File: src/rtl/mac_bank_seq.sv
// Sequencer for the 4-pixel x 9-tap MAC bank: clears accumulators, streams
// channels from the input buffers, then hands out the four pixels.
module mac_bank_seq #(
  parameter int unsigned CH_W    = 8,
  parameter int unsigned RD_LAT  = 1,
  parameter int unsigned MAC_LAT = 3
) (
  input  logic            clk,
  input  logic            rstn,
  input  logic            i_start,
  input  logic [CH_W-1:0] i_num_ch,
  input  logic            i_feed_hold,
  output logic            o_busy,
  output logic            o_cfg_err,
  output logic            o_buf_rd_en,
  output logic [CH_W-1:0] o_buf_rd_addr,
  output logic            o_acc_clr,
  output logic            o_acc_en,
  output logic            o_out_valid,
  input  logic            i_out_ready,
  output logic [1:0]      o_out_sel,
  output logic            o_done
);

  localparam int unsigned LAT = RD_LAT + MAC_LAT;

  localparam logic [2:0] S_IDLE  = 3'd0;
  localparam logic [2:0] S_CLEAR = 3'd1;
  localparam logic [2:0] S_FEED  = 3'd2;
  localparam logic [2:0] S_DRAIN = 3'd3;
  localparam logic [2:0] S_OUT   = 3'd4;
  localparam logic [2:0] S_DONE  = 3'd5;

  // Every stage of the delay line except the one currently driving o_acc_en.
  localparam logic [LAT-1:0] PEND_MASK = ~(LAT'(1) << (LAT - 1));

  logic [2:0]      state_q, state_d;
  logic [CH_W-1:0] cnt_q, cnt_d;
  logic [CH_W-1:0] num_q, num_d;
  logic [LAT-1:0]  dly_q, dly_d;
  logic [1:0]      sel_q, sel_d;
  logic            clr_q, valid_q, done_q, busy_q, err_q, err_d;
  logic            rd_en_c;

  // Next-state and issue logic.
  always_comb begin
    state_d = state_q;
    cnt_d   = cnt_q;
    num_d   = num_q;
    sel_d   = sel_q;
    err_d   = 1'b0;
    rd_en_c = 1'b0;
    case (state_q)
      S_IDLE: begin
        if (i_start) begin
          if (i_num_ch != '0) begin
            num_d   = i_num_ch;
            state_d = S_CLEAR;
          end else begin
            err_d = 1'b1;
          end
        end
      end
      S_CLEAR: begin
        cnt_d   = '0;
        state_d = S_FEED;
      end
      S_FEED: begin
        if (!i_feed_hold) begin
          rd_en_c = 1'b1;
          cnt_d   = cnt_q + CH_W'(1);
          if (cnt_q == num_q - CH_W'(1)) begin
            state_d = S_DRAIN;
          end
        end
      end
      S_DRAIN: begin
        sel_d = 2'd0;
        // Leave once the only in-flight beat is the one accumulating now.
        if ((dly_q & PEND_MASK) == '0) begin
          state_d = S_OUT;
        end
      end
      S_OUT: begin
        if (valid_q && i_out_ready) begin
          if (sel_q == 2'd3) begin
            sel_d   = 2'd0;
            state_d = S_DONE;
          end else begin
            sel_d = sel_q + 2'd1;
          end
        end
      end
      S_DONE: begin
        state_d = S_IDLE;
      end
      default: begin
        state_d = S_IDLE;
      end
    endcase
    dly_d = (dly_q << 1) | LAT'(rd_en_c);
  end

  always_ff @(posedge clk or negedge rstn) begin
    if (!rstn) begin
      state_q <= S_IDLE;
      cnt_q   <= '0;
      num_q   <= '0;
      dly_q   <= '0;
      sel_q   <= 2'd0;
      clr_q   <= 1'b0;
      valid_q <= 1'b0;
      done_q  <= 1'b0;
      busy_q  <= 1'b0;
      err_q   <= 1'b0;
    end else begin
      state_q <= state_d;
      cnt_q   <= cnt_d;
      num_q   <= num_d;
      dly_q   <= dly_d;
      sel_q   <= sel_d;
      clr_q   <= (state_d == S_CLEAR);
      valid_q <= (state_d == S_OUT);
      done_q  <= (state_d == S_DONE);
      busy_q  <= (state_d != S_IDLE);
      err_q   <= err_d;
    end
  end

  // The read strobe follows i_feed_hold within the same cycle.
  assign o_buf_rd_en   = rd_en_c;
  assign o_buf_rd_addr = cnt_q;
  assign o_acc_clr     = clr_q;
  assign o_acc_en      = dly_q[LAT-1];
  assign o_out_valid   = valid_q;
  assign o_out_sel     = sel_q;
  assign o_done        = done_q;
  assign o_busy        = busy_q;
  assign o_cfg_err     = err_q;

endmodule

File: config.mk
export PLATFORM = sky130hd
export DESIGN_NAME = mac_bank_seq
export DESIGN_NICKNAME = d
export VERILOG_FILES = /design/src/rtl/mac_bank_seq.sv
export SDC_FILE = /design/constraint.sdc
export NUM_CORES = 1
export LEC_CHECK = 0
export CAP_MARGIN = 20
export CORE_MARGIN = 4
export CORE_UTILIZATION = 46
export DETAILED_ROUTE_END_ITERATION = 8
export GPL_ROUTABILITY_DRIVEN = 0
export PLACE_DENSITY_LB_ADDON = 0.12
export SETUP_SLACK_MARGIN = 0.5
export SLEW_MARGIN = 15
export SYNTH_ARGS = -nofsm -noshare
export SYNTH_HDL_FRONTEND = slang
export SYNTH_SLANG_ARGS = --single-unit
File: constraint.sdc
create_clock -name clk -period 4.7 [get_ports clk]
set_input_delay 0.705 -clock clk [delete_from_list [all_inputs] [get_ports clk]]
set_output_delay 0.705 -clock clk [all_outputs]
set_load 0.02 [all_outputs]
**Yosys cells after proc, flatten, opt, wreduce, memory -nomap -nowiden**

Cells that the tools add are included.

- Bits in registers: 30
- Output and inout bits: 17
- Input port bits: 13
- Logic and storage cells: 53

- Reductions and logical operators: 10
- Multiplexer cells: 18
- Equal/unequal tests: 11
- Add/subtract/negate cells: 3
- Bitwise gates (word level): 1

Operators by type and width:

| cell | number |
|---|---|
| 2-to-1 mux 3 bit | 7 |
| one-hot mux 8 bit (2 select lines) | 1 |
| one-hot mux 3 bit (5 select lines) | 1 |
| equality test 3 bit (second input constant) | 3 |
| adder 8 x 1 -> 8 bit (second input constant) | 1 |
| equality test 8 bit | 1 |
| 2-to-1 mux 8 bit | 1 |
| nonzero test 8 bit | 1 |
| subtractor 8 x 1 -> 8 bit (second input constant) | 1 |
| equality test 3 x 1 -> 1 bit (second input constant) | 2 |
| equality test 3 x 2 -> 1 bit (second input constant) | 2 |
| 2-to-1 mux 1 bit | 5 |
| zero test 4 bit | 1 |
| 2-to-1 mux 2 bit | 2 |
| inequality test 2 bit (second input constant) | 2 |
| OR 4 x 1 -> 4 bit | 1 |
| one-hot mux 2 bit (2 select lines) | 1 |
| AND reduction 2 bit | 2 |
| nonzero test 2 bit | 2 |
| zero test 3 bit | 1 |
| AND reduction 3 bit | 1 |
| nonzero test 3 bit | 1 |
| adder 2 x 1 -> 2 bit (second input constant) | 1 |
| equality test 2 bit (second input constant) | 1 |
| logical AND 1 bit | 1 |

**Logic depth before layout (Yosys ltp)**

Gate-level depths: netlist of the first run.

- Depth after elaboration: 6
- Gate-level depth with buffers: 8
- Mapped depth without buffers: 7

**Worst setup path before layout of the first run**

OpenSTA, ideal clock, no wires.

- Path type: input-to-reg
- From: in i_feed_hold
- To: reg cnt_q[5] (netlist: o_buf_rd_addr[5])
- Required time: 4.564 ns
- Buffers on the path: 0
- Library setup time: 0.136 ns
- Data arrival time: 1.823 ns
- Cell stages on the path: 5
- Path slack: 2.741 ns
- Cells stage by stage: nor4b_4 > o2111a_1 > nand3_1 > xor2_1 > nor2_1

- Cells in the longest elaborated chain, start to end: 2

Ends and longest elaborated chain:

| what | line | RTL |
|---|---|---|
| start: declaration | 12 | `input logic i_feed_hold,` |
| inequality test 2 bit (no source line) | n/a |  |
| AND reduction 2 bit (no source line) | n/a |  |
| end signal: assignment | 118 | `cnt_q <= cnt_d;` |
| end: declaration | 38 | `logic [CH_W-1:0] cnt_q, cnt_d;` |

No other way between the ends.
A chain may end at the register's enable or synchronous reset.

**Final worst setup path of the first run**

- From: in i_feed_hold
- To: out o_buf_rd_en

- Cells in the longest elaborated chain, start to end: 2

Ends and longest elaborated chain:

| what | line | RTL |
|---|---|---|
| 2-to-1 mux 1 bit | 69 | `if (!i_feed_hold) begin` |
| 2-to-1 mux 1 bit | 53 | `case (state_q)` |
| end: declaration | 15 | `output logic o_buf_rd_en,` |

No other way between the ends.

==> results of run 1 <==
-- flip-flops by register name (all words and copies together) (netlist names) --
signal and count:
o_out_sel 2, o_out_valid 1, o_acc_clr 1, o_busy 1, o_done 1, dly_q 4, o_buf_rd_addr 8, num_q 8
o_cfg_err 1, state_q 3
-- layout make-up --
cell class,count,area share [%]
Clock buffer,6,2.655
Inverter,5,0.9715
Multi-Input combinational cell,103,37.69
Clock inverter,1,1.554
Timing Repair Buffer,30,15.41
Sequential cell,30,38.86
Tap cell,44,2.850
-- per-layer routing --
| metal | wire (um) | up-vias | part of all wire (%) |
|---|---|---|---|
| met4 | 38 | 0 | 1.2 |
| met1 | 1465 | 551 | 45 |
| met2 | 1529 | 36 | 47 |
| met5 | 0 | - | 0 |
| met3 | 227 | 4 | 7.0 |
| li1 | - | 569 | - |
-- power by group through the flow --
stage          Sequential [mW]  Clock [mW]  Combinational, mW
2_1_floorplan            0.452           0              0.340
3_3_place_gp             0.469           0              0.449
3_5_place_dp             0.478           0              0.462
4_1_cts                  0.474       0.215              0.466
5_1_grt                  0.495       0.224              0.511
6_report                 0.474       0.209              0.460
-- cells by family after synthesis --
kind of cell / after synthesis / share of synthesized area [%]
adders and majority gates: 3 / 2.433
DFF: 30 / 48.66
muxes: 7 / 6.083
AOI/OAI and AO/OA: 20 / 8.922
xor gates and xnor gates: 16 / 9.083
buffers and inverters: 12 / 4.136
and+or+nand+nor: 57 / 20.68
-- metrics by stage --
stage,cell area (sq um),instances,worst slack (ns)
after detailed placement,1851,212,1.651
final,1932,219,1.655
after CTS,1932,219,1.638
after global routing,1932,219,1.546
after floorplan,1543,145,2.741
after global placement,1851,212,1.694
-- worst max path at each step --
stage | to | start | cells after the start | slack [ns]
floorplan | o_buf_rd_addr[5] | i_feed_hold | 5 | 2.74
global placement | o_buf_rd_en | i_feed_hold | 3 | 1.69
detailed placement | o_buf_rd_en | i_feed_hold | 3 | 1.65
CTS | o_buf_rd_en | i_feed_hold | 3 | 1.64
global route | o_buf_rd_en | i_feed_hold | 3 | 1.55
finish | o_buf_rd_en | i_feed_hold | 3 | 1.66
-- layout by cell type (no fill, tap or decap), drive strengths merged, types with 2 or more instances in the layout --
cell type / synthesis / routed
a21o: 2 / 2
a21oi: 3 / 3
and3: 2 / 2
clkbuf: 2 / 6
clkdlybuf4s50: 0 / 29
dfrtp: 30 / 30
ha: 3 / 3
inv: 5 / 5
mux2: 7 / 7
nand2: 12 / 12
nand2b: 5 / 5
nand3: 4 / 4
nand4: 4 / 4
nor2: 12 / 12
nor3: 7 / 7
nor4: 4 / 4
o21ai: 6 / 6
xnor2: 6 / 6
xor2: 10 / 10
==> impl_metrics.ini, run 1 <==
[run_status]
status = finished clean

[setup_path]
r2r-start = state_q[2]
cp-end-kind = output port
rr_worst_depth = 3
cp.buffers_inverters = 2
rr_endpoint = num_q[3]
arrival_ns = 2.34
slowest_delay_ns = 0.70
worstPathCellList = clkdlybuf4s50_1 -> nor4b_4 -> clkdlybuf4s50_1
cpLargestDelayFamily = buffers and inverters
cp_data_required_time_ns = 3.99
crit_type = in2out
critPathMaxFanout = 9
slowest_stage = clkdlybuf4s50_1
start_kind = primary input
crit_path_frequent_cell = clkdlybuf4s50_1
rrSetupSlack_ns = 2.52

[grt]
use_met1_pct = 22.48
grt_pass1_vias = 1199
grt_pass1_wl_mm = 5.740
met2_usage_pct = 27.66
busiest_layer = met2
grt_max_degree = 31
met3_usage_pct = 5.102
overflow = 0
grt_usage_pct = 17.86
antenna_found_initial = 0

[placed_design]
io_buffers = 29
post-dp-hpwl_mm = 2.347

[route]
ant_nets = 0
wl_per_cell_um = 14.89
drt-initial-drc-count = 43
routed_via_density = 5.297
routed_wl_mm = 3.260
dr.pass1.iters = 4
drcViolationCount = 0
vias = 1160

[sta]
tns_ns = 0
rsz0062_at_grt = false
fin_crit_ns = 3.045
tightest_slew_ns = 0.6599
fin_skew_ns = 0.01307
setup_violations = 0
slew_violations = 0
hold_slack_ns = 0.4292
period_share_pct = 64.79
hold_viol = 0
timing.fmax_mhz = 328.4
maxSlewHeadroom_pct = 56.01

[clocking]
holdBufCountCts = 0
clkTransAtPathRegs_ns = 0.10
clk_latency_ns = 0.33
cts_sinks = 30
cts-htree-levels = 2
clk_path_buf_depth = 2
cts_made_buffers = 5
cts_resized = 0
cts_root_buf = clkbuf_4
cts_tree = yes
cts_setup_buffers = 0

[synth]
synth_top_area_share_pct = 48.66
yosysWarnings = 0
synth_async_sr_flop_share_pct = 100.0
synth-seq-cells = 30
synth.area.top_cells = dfrtp_1 (49%), xor2_1 (5.7%), mux2_4 (3.9%), xnor2_1 (3.4%), nand2_1 (2.9%)
synth-seq-area-share_pct = 48.66
synth_area_leader_cell = dfrtp_1
synthCells = 145
synthesis.area_sq_um = 1543
synth_cell_types = 38
ys.flop_type = dfrtp_1
avgSynthCellArea_sq_um = 10.64
synth_nets = 161
synth_most_common_cell = dfrtp_1
synth_edf_count = 0
synthTopCellsByCount = dfrtp_1 (30), nand2_1 (12), nor2_1 (12)

[finish]
fillCellCount = 279
seqCellArea_sq_um = 750.7
final_util_pct = 61.76
syn2layout_area_growth_pct = 25.22
n_antenna_cell = 0
drive_gt1_share_pct = 10.86
multi_input_area_sq_um = 728.2
fin_nets = 191

[min_path]
min_to = dly_q[3]
hold_depth = 0
min_from = dly_q[2]
hold_path_class = reg2reg

[pwr]
power_frac_seq_pct = 41.5
pwr-share-clk_pct = 18.3
power_density_nw_per_um2 = 591.5
p_leak_nw = 0.8517
swShare_pct = 37.90
irDropWorstVdd_mv = 0.2637
total_power_mw = 1.143
combPwrFrac_pct = 40.2
intPower_mw = 0.7096
switching_power_mw = 0.4331

[die]
start_util_pct = 49.32
die_h_um = 65.91
placementRows = 20
ioPinCount = 30
die_area_sq_um = 4344
core_region_area_sq_um = 3128
die_width_um = 65.91

[run]
drv_cap = 0
Power figures use the tool's default switching activity.
==> run 2, diff against run 1 <==
clock period = 2.8 ns   (was 4.7 ns; I/O delays follow)
==> run 2 against run 1 <==
Effect of this change: highest routed layer unchanged; cell count rose by 0.46%; worst hold slack got worse by 0.017 ns; critical path depth did not move; total power rose by 60%; worst setup slack got worse by 0.95 ns; sequential share of layout area rose by 0.25 points; final area fell by 0.65%; global-route usage fell by 0.66 points; flip-flop and latch count did not move.
==> impl_metrics.ini, run 2 (synthesis results as in run 1) <==
[clocking]
cts_root_buf = clkbuf_4
clk_path_buf_depth = 2
cts_setup_buffers = 0
clk_latency_ns = 0.31
cts_sinks = 30
cts_made_buffers = 5
cts_resized = 0
clkTransAtPathRegs_ns = 0.09
holdBufCountCts = 0
cts_tree = yes
cts-htree-levels = 2

[pwr]
p_leak_nw = 0.8631
power_density_nw_per_um2 = 951.9
irDropWorstVdd_mv = 0.4552
total_power_mw = 1.827

[setup_path]
arrival_ns = 2.30
cp_data_required_time_ns = 3.01
crit_type = reg2reg
cp-end-kind = flip-flop
start_kind = flip-flop
critPathMaxFanout = 13

[die]
start_util_pct = 49.32
die_h_um = 65.91
ioPinCount = 30
core_region_area_sq_um = 3128
die_width_um = 65.91
placementRows = 20
die_area_sq_um = 4344

[sta]
hold_slack_ns = 0.4124
rsz0062_at_grt = false
period_share_pct = 74.80
maxSlewHeadroom_pct = 57.19
fin_skew_ns = 0.005131
slew_violations = 0
setup_violations = 0
timing.fmax_mhz = 477.4
fin_crit_ns = 2.094
tightest_slew_ns = 0.6421
fin_ws_ns = 0.7055
hold_viol = 0
tns_ns = 0

[finish]
final_util_pct = 61.36
final_common_cell = dfrtp_1
n_antenna_cell = 0
layout_common_cells = dfrtp_1 (30), clkdlybuf4s50_1 (28), nor2_1 (12), nand2_1 (12), xor2_1 (10)
fin_nets = 193
drive_gt1_share_pct = 11.36
final_cell_area_sq_um = 1919
stdcell_count = 220
syn2layout_area_growth_pct = 24.41

[route]
drt-initial-drc-count = 84
wl_per_cell_um = 14.60
routed_wl_mm = 3.212
vias = 1180
ant_nets = 0
drcViolationCount = 0
dr.pass1.iters = 5
routed_via_density = 5.364

[placed_design]
detailedPlace.worstSlack_ns = 0.4041
dp.cells = 214
post-dp-hpwl_mm = 2.394
io_buffers = 29
dpl_cell_area_sq_um = 1866

[grt]
grt_pass1_wl_mm = 5.630
overflow = 0
grt_max_degree = 31
antenna_found_initial = 0
grt_pass1_vias = 1246
grt_usage_pct = 17.20

[run_status]
status = finished clean

[run]
drv_cap = 0

[min_path]
hold_path_class = reg2reg
[run 2: changes by cell type in the layout (fill, tap and decap cells not counted)]
cell,change
clkdlybuf4s50_1,-1
dlymetal6s2s_1,+1
bufinv_16,-1
buf_4,+2
[run 2: final timing paths]
| check | cells past startpoint | from | end | slack [ns] |
|---|---|---|---|---|
| min in group asynchronous | 2 | rstn | num_q[2] | 0.48 |
| setup reg to reg | 3 | state_q[0] | num_q[2] | 0.71 |
| max in group asynchronous | 2 | rstn | o_buf_rd_addr[5] | 2.05 |
| hold / removal | 0 | dly_q[2] | dly_q[3] | 0.41 |
| hold reg to reg | 0 | dly_q[2] | dly_q[3] | 0.41 |
| setup / recovery | 3 | state_q[0] | num_q[2] | 0.71 |
[run 2: metal layers]
layer / vias to the layer above / wire length, um / GRT usage [%]
li1: 571 / - / -
met1: 560 / 1490 / 21.99
met2: 43 / 1472 / 26.16
met3: 6 / 194 / 5.442
met4: 0 / 55 / 8.290
met5: - / 0 / 0
[run 2: area by class of cell]
class | count | area (sq um)
clock buffer | 6 | 51.30
fill | 280 | 1209
inverter | 5 | 18.77
multi-input combinational | 103 | 728.2
sequential | 30 | 750.7
tap | 44 | 55.05
timing repair buffer | 32 | 315.3
[run 2: where the power goes]
part	internal, mW	switching, mW	leakage (nW)
clock network	0.113	0.133	0.0302
registers	0.576	0.200	0.388
logic	0.420	0.384	0.445
[run 2: critical path, stage by stage, from the launching register on]
cell and delay, ns:
dfrtp_1 0.50, or4b_4 0.58, a21oi_2 0.51, mux2_2 0.40
